[src/rtl/div_pkg.sv]
// Shared constants, FSM state type and operand helper for the iterative divider.
package div_pkg;

    localparam int WIDTH = 32;
    localparam int CNT_W = 6;
    localparam int ITER  = 32;

    localparam logic [WIDTH-1:0] DIV0_QUO = 32'hFFFF_FFFF;

    typedef enum logic [1:0] {
        IDLE = 2'd0,
        RUN  = 2'd1,
        FIN  = 2'd2
    } state_e;

    // Magnitude of a two's-complement value when signed; 0x80000000 maps to itself.
    function automatic logic [WIDTH-1:0] mag(input logic [WIDTH-1:0] v, input logic is_signed);
        return (is_signed && v[WIDTH-1]) ? -v : v;
    endfunction

endpackage

[src/rtl/div_step_32.sv]
// One restoring-division iteration: shift in a dividend bit, trial-subtract the divisor.
module div_step_32
    import div_pkg::*;
(
    input  logic [WIDTH-1:0] rem,
    input  logic             bit_in,
    input  logic [WIDTH-1:0] divisor,
    output logic [WIDTH-1:0] rem_next,
    output logic             q_bit
);

    logic [WIDTH:0] rem_q;
    logic [WIDTH:0] diff;

    // NOTE: every output of a combinational block gets a default first so no latch is inferred.
    always_comb begin
        rem_q    = {rem, bit_in};
        diff     = rem_q - {1'b0, divisor};
        q_bit    = 1'b0;
        rem_next = rem_q[WIDTH-1:0];
        if (rem_q >= {1'b0, divisor}) begin
            q_bit    = 1'b1;
            rem_next = diff[WIDTH-1:0];
        end
    end

endmodule

[src/rtl/div_seq_32.sv]
// Multi-cycle DIV/DIVU unit: quotient to lo, remainder to hi, one quotient bit per clock.
// Optional macro DIV_ZERO_FAST_EN adds div_by_zero and a two-cycle divide-by-zero path.
module div_seq_32
    import div_pkg::*;
(
    input  logic             clk,
    input  logic             rst_n,
    input  logic             start,
    input  logic             is_signed,
    input  logic [WIDTH-1:0] a,
    input  logic [WIDTH-1:0] b,
    output logic             busy,
    output logic             done,
    output logic [WIDTH-1:0] lo,
    output logic [WIDTH-1:0] hi
`ifdef DIV_ZERO_FAST_EN
    ,
    output logic             div_by_zero
`endif
);

    state_e           state;
    logic [CNT_W-1:0] cnt;
    logic [WIDTH-1:0] rem;
    logic [WIDTH-1:0] quo;
    logic [WIDTH-1:0] divisor;
    logic [WIDTH-1:0] a_hold;
    logic             qneg;
    logic             rneg;
    logic             b_zero;

    logic [WIDTH-1:0] rem_next;
    logic             q_bit;
    logic [WIDTH-1:0] quo_next;
    logic [WIDTH-1:0] fin_lo;
    logic [WIDTH-1:0] fin_hi;

    div_step_32 u_step (
        .rem      (rem),
        .bit_in   (quo[WIDTH-1]),
        .divisor  (divisor),
        .rem_next (rem_next),
        .q_bit    (q_bit)
    );

    assign quo_next = {quo[WIDTH-2:0], q_bit};

    // Results are taken from the last iteration's outputs so lo/hi land together with done.
    always_comb begin
        fin_lo = qneg ? -quo_next : quo_next;
        fin_hi = rneg ? -rem_next : rem_next;
        if (b_zero) begin
            fin_lo = DIV0_QUO;
            fin_hi = a_hold;
        end
    end

    // NOTE: all state here is sequential, so it uses non-blocking assignments only.
    always_ff @(posedge clk) begin
        if (!rst_n) begin
            state   <= IDLE;
            cnt     <= '0;
            rem     <= '0;
            quo     <= '0;
            divisor <= '0;
            a_hold  <= '0;
            qneg    <= 1'b0;
            rneg    <= 1'b0;
            b_zero  <= 1'b0;
            busy    <= 1'b0;
            done    <= 1'b0;
            lo      <= '0;
            hi      <= '0;
`ifdef DIV_ZERO_FAST_EN
            div_by_zero <= 1'b0;
`endif
        end else begin
            done <= 1'b0;
`ifdef DIV_ZERO_FAST_EN
            div_by_zero <= 1'b0;
`endif
            case (state)
                IDLE: begin
                    if (start) begin
                        rem     <= '0;
                        quo     <= mag(a, is_signed);
                        divisor <= mag(b, is_signed);
                        a_hold  <= a;
                        qneg    <= is_signed & (a[WIDTH-1] ^ b[WIDTH-1]);
                        rneg    <= is_signed & a[WIDTH-1];
                        b_zero  <= (b == '0);
                        cnt     <= CNT_W'(ITER);
                        busy    <= 1'b1;
`ifdef DIV_ZERO_FAST_EN
                        state   <= (b == '0) ? FIN : RUN;
`else
                        state   <= RUN;
`endif
                    end
                end
                RUN: begin
                    rem <= rem_next;
                    quo <= quo_next;
                    cnt <= cnt - CNT_W'(1);
                    if (cnt == CNT_W'(1)) begin
                        state <= FIN;
                        lo    <= fin_lo;
                        hi    <= fin_hi;
                        done  <= 1'b1;
                    end
                end
                FIN: begin
                    busy  <= 1'b0;
                    state <= IDLE;
`ifdef DIV_ZERO_FAST_EN
                    // Only the short-circuit path reaches FIN with b_zero set.
                    if (b_zero) begin
                        lo          <= DIV0_QUO;
                        hi          <= a_hold;
                        done        <= 1'b1;
                        div_by_zero <= 1'b1;
                    end
`endif
                end
                default: state <= IDLE;
            endcase
        end
    end

endmodule

[config.mk]
export PLATFORM = sky130hd
export DESIGN_NAME = div_seq_32
export DESIGN_NICKNAME = d
export VERILOG_FILES = /design/src/rtl/div_pkg.sv /design/src/rtl/div_step_32.sv /design/src/rtl/div_seq_32.sv
export SDC_FILE = /design/constraint.sdc
export NUM_CORES = 1
export LEC_CHECK = 0
export ABC_CLOCK_PERIOD_IN_PS = 4200
export BUFFER_PORTS_ARGS = -buffer_cell sky130_fd_sc_hd__buf_2
export CORE_MARGIN = 1
export CORE_UTILIZATION = 54
export DETAILED_ROUTE_END_ITERATION = 16
export PLACE_DENSITY = 0.77
export SETUP_SLACK_MARGIN = 0.3
export SLEW_MARGIN = 5
export SYNTH_ARGS = -nofsm -noshare
export SYNTH_HDL_FRONTEND = slang
export SYNTH_SLANG_ARGS = --single-unit
[constraint.sdc]
create_clock -name clk -period 4.2 [get_ports clk]
set_input_delay 0.84 -clock clk [delete_from_list [all_inputs] [get_ports clk]]
set_output_delay 0.84 -clock clk [all_outputs]
set_load 0.02 [all_outputs]
After elaboration in Yosys (flattened, before gate mapping)
Index checks and enable logic that the tools add are counted.
W data, S select, Z words.
Storage, ports and cells
  register bits: 205
  bits in latches: 0
  memory bits (writable): 0
  memory bits (read-only): 0
  input bits: 68
  output and inout port bits: 66
  logic and storage cells: 60
  memories: 0
Operators by class
  add/sub/neg operators: 6
  multiply operators: 0
  div/mod/pow operators: 0
  magnitude comparators: 1
  equal/unequal tests: 5
  shift operators: 0
  mux-type cells: 20
  bitwise logic cells: 3
  reduce and logical (&&, ||, !) cells: 12
Operators by type and width (count)
  $mux W32: 9
  $neg A32 Y32: 4
  $pmux W32 S2: 2
  $ge A33 B32 Y1: 1
  $logic_not A32 Y1: 1
  $sub A32 B32 Y32: 1
  $pmux W6 S2: 1
  $reduce_and A2 Y1: 6
  $eq A6 B1 Y1 const B: 1
  $mux W6: 1
  $sub A6 B1 Y6 const B: 1
  $mux W2: 2
  $ne A2 B2 Y1 const B: 2
  $pmux W2 S2: 1
  $reduce_bool A2 Y1: 2
  $mux W1: 3
  $and A1 B1 Y1: 2
  $eq A2 B1 Y1 const B: 1
  $eq A2 B2 Y1 const B: 1
  $logic_and A1 B1 Y1: 2
  $logic_not A2 Y1: 1
  $pmux W1 S2: 1
  $xor A1 B1 Y1: 1

Depth between registers and ports, before layout
  depth after elaboration: 5
  mapped depth: 23

Modules after synthesis
Synthesis repeated with hierarchy kept, for this count alone.
Unflattened totals
  cell total of the unflattened synthesis: 1616
  area, all modules: 12862.3 µm²
Modules (own cells, without submodules)
  div_seq_32: instances 1, cells each 1293, area each 10531.4 µm², sequential area each 4103.9 µm²
  div_step_32: instances 1, cells each 323, area each 2331.0 µm², sequential area each 0.0 µm²

Worst setup path before layout
Ideal clock, no wire load.
  path type: flip-flop to flip-flop
  from: reg rem[0]
  to: reg hi[18]
  setup time: 0.116 ns
  arrival: 4.187 ns
  required time: 4.084 ns
  path slack: -0.103 ns
  cell stages (with the launch flop): 20
  buffers on the path: 4
  clock period less this slack: 4.303 ns
  path through: dfxtp_1 -> ha_1 -> nor2b_1 -> o2111ai_1 -> a21oi_1 -> o41ai_4 -> nand3_4 -> buf_6 -> buf_2 -> buf_2 -> o21ai_0 -> ha_1 -> clkbuf_1 -> nand3_1 -> nor2_1 -> a41oi_1 -> o31ai_1 -> xnor2_1 -> o21ai_0 -> o211a_1
Between the ends
  cells in the longest elaborated chain, start to end: 5
  elaborated cells between the ends (all ways): 6
  classes of those cells: add/sub: 2; order compare: 1; mux: 3
RTL lines
  start: declaration: line div_seq_32.sv:24  | logic [WIDTH-1:0] rem;
  start signal: assignment: line div_seq_32.sv:102  | rem <= rem_next;
  $sub A32 B32 Y32 / $ge A33 B32 Y1 (equally long branches): line div_step_32.sv:18, div_step_32.sv:21
  $mux W32 *: line div_step_32.sv:21  | if (rem_q >= {1'b0, divisor}) begin
  $neg A32 Y32: line div_seq_32.sv:51  | fin_hi = rneg ? -rem_next : rem_next;
  $mux W32 *: line div_seq_32.sv:51
  $mux W32 *: line div_seq_32.sv:52  | if (b_zero) begin
  end signal: assignment: line div_seq_32.sv:108  | hi <= fin_hi;
  end: declaration: line div_seq_32.sv:15  | output logic [WIDTH-1:0] hi
Every way passes the cells marked *; elsewhere a longest branch is shown, timed or not.
A chain may end at the register's enable or synchronous reset.

Worst setup path in the final report
  from: reg rem[15]
  to: reg hi[30]
The elaborated chain is that of the path after synthesis.

==> key figures <==
Global routing
  – Initial antenna violation count: 1
  – First-pass GRT wire length: 59.5 mm
  – Pin count of the biggest net entering global routing: 129
  – Vias in the first global route: 11425
  – Grt ovf: 0
  – Total GRT Usage: 0.301

Synthesis
  – Number of synthesis warnings: 0
  – FFs w/ async S/R, synth: 0
  – Synth area leader: dfxtp_1
  – Ys flop type: dfxtp_1
  – Mapped Cells: 1674
  – Dominant cells by area after synthesis: dfxtp_1, a21oi_1, nand2_1, xor2_1, nor2_1
  – Synth Area per Inst: 7.63 um^2
  – Synth Cell Area: 0.0128 mm^2
  – Area share of the leading cell type in the synthesized netlist: 0.321
  – Flop and latch count out of synthesis: 205
  – Syn_nets: 1781
  – Post-synthesis sequential area ratio: 0.321
  – Number of synthesized flops with an enable pin: 0
  – Synth cell types: 81

Timing
  – Transition time at the pin with the least slew margin: 1.14 ns
  – Fmax: 261 MHz
  – Final Cycle Share: 0.911
  – Tmin final: 3.83 ns
  – Max_slew headroom: 0.238
  – Final setup vio count: 0
  – Final worst slack: 0.372 ns
  – Setup TNS: 0 ns
  – Final hold vios: 0
  – Clk_skew: 0.0152 ns
  – RSZ-0062 raised after global routing: yes
  – Slew Limit Fails: 0

Setup path
  – Largest stage delay, worst path: 0.45 ns
  – Critical path launch point type: register
  – CP Capture Type: register
  – Crit path kind: reg -> reg
  – CP top delay family: simple AND/OR/NAND/NOR gates
  – R2R depth: 16
  – CP max stage cell: ha_2
  – Critical Path Most Common Cell: and3_1
  – CP Cell Sequence: ha_2 > and4_1 > and3_1 > nand4_1 > and3_1 > nand3_4 > buf_12 > mux2i_4 > ha_1 > nand3_1 > nor2_4 > a41o_1 > o2111ai_1 > o31ai_1 > xor2_1 > o22ai_1
  – Bufs and invs on worst path: 1
  – Worst R2R Start: rem[15]
  – Critical path depth in cells: 16
  – Crit Path Max Fanout: 8
  – CP Data Required Time: 4.58 ns
  – Critical path launch point: rem[15]
  – WP data arrival: 4.21 ns

Detailed routing
  – Final WL: 37.8 mm
  – DRC: 0
  – Antenna-violating nets left: 0
  – Post-DR vias/cell: 6.24
  – Via count: 13042
  – Post-DR wirelength/cell: 18.1 um
  – 1st-iter DRT viols: 1232
  – Initial DRT Pass Iterations: 7

Placement
  – GPL Wtd Cong: 0.939
  – Number of I/O port buffers: 133
  – Place WS: 0.190 ns
  – Post-DP HPWL: 27.0 mm

Run status
  – Outcome: finished clean

Floorplan
  – Core Box Area: 0.0229 mm^2
  – Die Wd: 156 um
  – Initial Util: 0.558
  – Number of cell rows: 55
  – Ports placed on the boundary: 134
  – Die ar.: 0.0243 mm^2
  – Die H: 156 um

Clocking
  – CTS clk-pin slew, worst paths: 0.07 ns
  – Clock Latency Late Sink: 0.52 ns
  – CTS buffer count: 24
  – Root Driver: clkbuf_16
  – Htree depth: 1
  – Clock tree buffer depth: 3
  – Clock sinks: 205
  – CTS tree: built

Hold path
  – Worst hold path depth: 2
  – Hold Startpoint: a_hold[30]
  – Hold Crit Class: reg -> reg

Power and ir drop
  – Pwr Density: 893 mW/mm^2
  – LEAKAGE: 5.96 nW
  – Worst VDD drop: 0.850 mV

Run
  – Max-Cap Viols: 0

Cells and area
  – Fraction of layout cells with a size suffix above 1: 0.164
  – Diodes inserted: 0
  – Area Overhead vs Synth: 15.3%
  – Final net count: 1866
[area by class of cell]
type	instances	area (um^2)
multi-input cells	1298	8240
fillers	2022	8180
flip-flops and latches	205	4110
repair buffers	173	1020
clock buffers	32	692
well taps	313	392
inverters	57	220
clock inverters	11	70.1
[synth_stat cells, types with 20 or more instances]
| library cell | instances |
|---|---|
| nand2_1 | 211 |
| a21oi_1 | 181 |
| nand3_1 | 40 |
| or3_1 | 20 |
| clkbuf_1 | 91 |
| a31oi_1 | 40 |
| xnor2_1 | 60 |
| inv_1 | 56 |
| o21ai_0 | 112 |
| dfxtp_1 | 205 |
| o31ai_1 | 27 |
| mux2i_1 | 21 |
| ha_1 | 38 |
| a211oi_1 | 31 |
| nor3_1 | 21 |
| nor2_1 | 153 |
| xor2_1 | 72 |
| a22oi_1 | 30 |
[cell families (layout without fill, tap and decap cells)]
family / after synthesis / in the layout / synth area share
buffers and inverters: 171 / 273 / 0.0540
XOR/XNOR: 132 / 132 / 0.0905
AND/OR/NAND/NOR: 554 / 554 / 0.200
adder cells (fa/ha/maj): 39 / 39 / 0.0388
AO/OA/AOI/OAI: 551 / 551 / 0.278
flip-flops: 205 / 205 / 0.321
multiplexers: 22 / 22 / 0.0173
[flip-flops by register name, indices dropped and copies added (netlist names)]
name,cells
qneg,1
rneg,1
lo,32
hi,32
done,1
quo,32
rem,32
state,2
divisor,32
a_hold,32
cnt,6
busy,1
b_zero,1
[path summary, 6_finish.rpt]
| kind | endpoint | slack (ns) |
|---|---|---|
| worst max register to register | hi[30] | 0.37 |
| worst min register to register | a_hold[30] | 0.45 |
| worst min-delay path | a_hold[30] | 0.45 |
| worst max-delay path | hi[30] | 0.37 |
[placed cells by master (no fill, tap or decap), types with 13 or more instances in the layout]
cell type,n
xor2_1,72
o21ai_0,109
or4_1,13
buf_2,133
mux2i_1,20
a211oi_1,31
o31ai_1,23
a22oi_1,30
nor3_1,20
or3_1,20
nand3_1,38
buf_4,36
clkbuf_16,25
nor2_1,148
nand4_1,15
and3_1,13
ha_1,29
a31oi_1,39
inv_1,54
a21oi_1,176
nand2_1,210
xnor2_1,59
dfxtp_1,201
[layer usage]
metal / part of all wire / GRT usage / vias up
li1: - / - / 6218
met1: 0.44 / 0.430 / 6099
met2: 0.45 / 0.470 / 623
met3: 0.080 / 0.0339 / 102
met4: 0.034 / 0.0994 / 0
met5: 0 / 0 / -
[stage by stage]
step           cells  utilization  power, mW  hold WS [ns]  instance area, um^2
5_1_grt         2089        0.643       13.9         0.478                14700
6_report        2089        0.643       13.2         0.455                14700
3_3_place_gp    2036        0.596       9.69         0.439                13700
3_5_place_dp    2036        0.596       9.83         0.447                13700
2_1_floorplan   1674            -       7.98         0.432                12800
4_1_cts         2079        0.630       11.9         0.456                14400
[where the power goes]
group | internal [mW] | switching (mW) | total (mW)
Combinational | 3.48 | 5.27 | 8.75
Clock | 1.16 | 0.860 | 2.02
Sequential | 2.14 | 0.238 | 2.38
[what timing repair did]
action                                  4_1_cts  5_1_grt
hold buffers                                  0        0
resized for setup                             2       50
hold endpoints to repair                      0        0
pin swaps                                     0       14
buffers inserted                              0       10
endpoints found under the setup margin        1       30
[worst reg2reg max path, stage by stage (launching register included)]
cell and delay (ns):
dfxtp_1 0.40, ha_2 0.45, and4_1 0.28, and3_1 0.25
nand4_1 0.10, and3_1 0.23, nand3_4 0.09, buf_12 0.15
mux2i_4 0.26, ha_1 0.20, nand3_1 0.12, nor2_4 0.16
a41o_1 0.18, o2111ai_1 0.17, o31ai_1 0.37, xor2_1 0.21
o22ai_1 0.08
No activity file was read; power rests on OpenSTA's default activity.
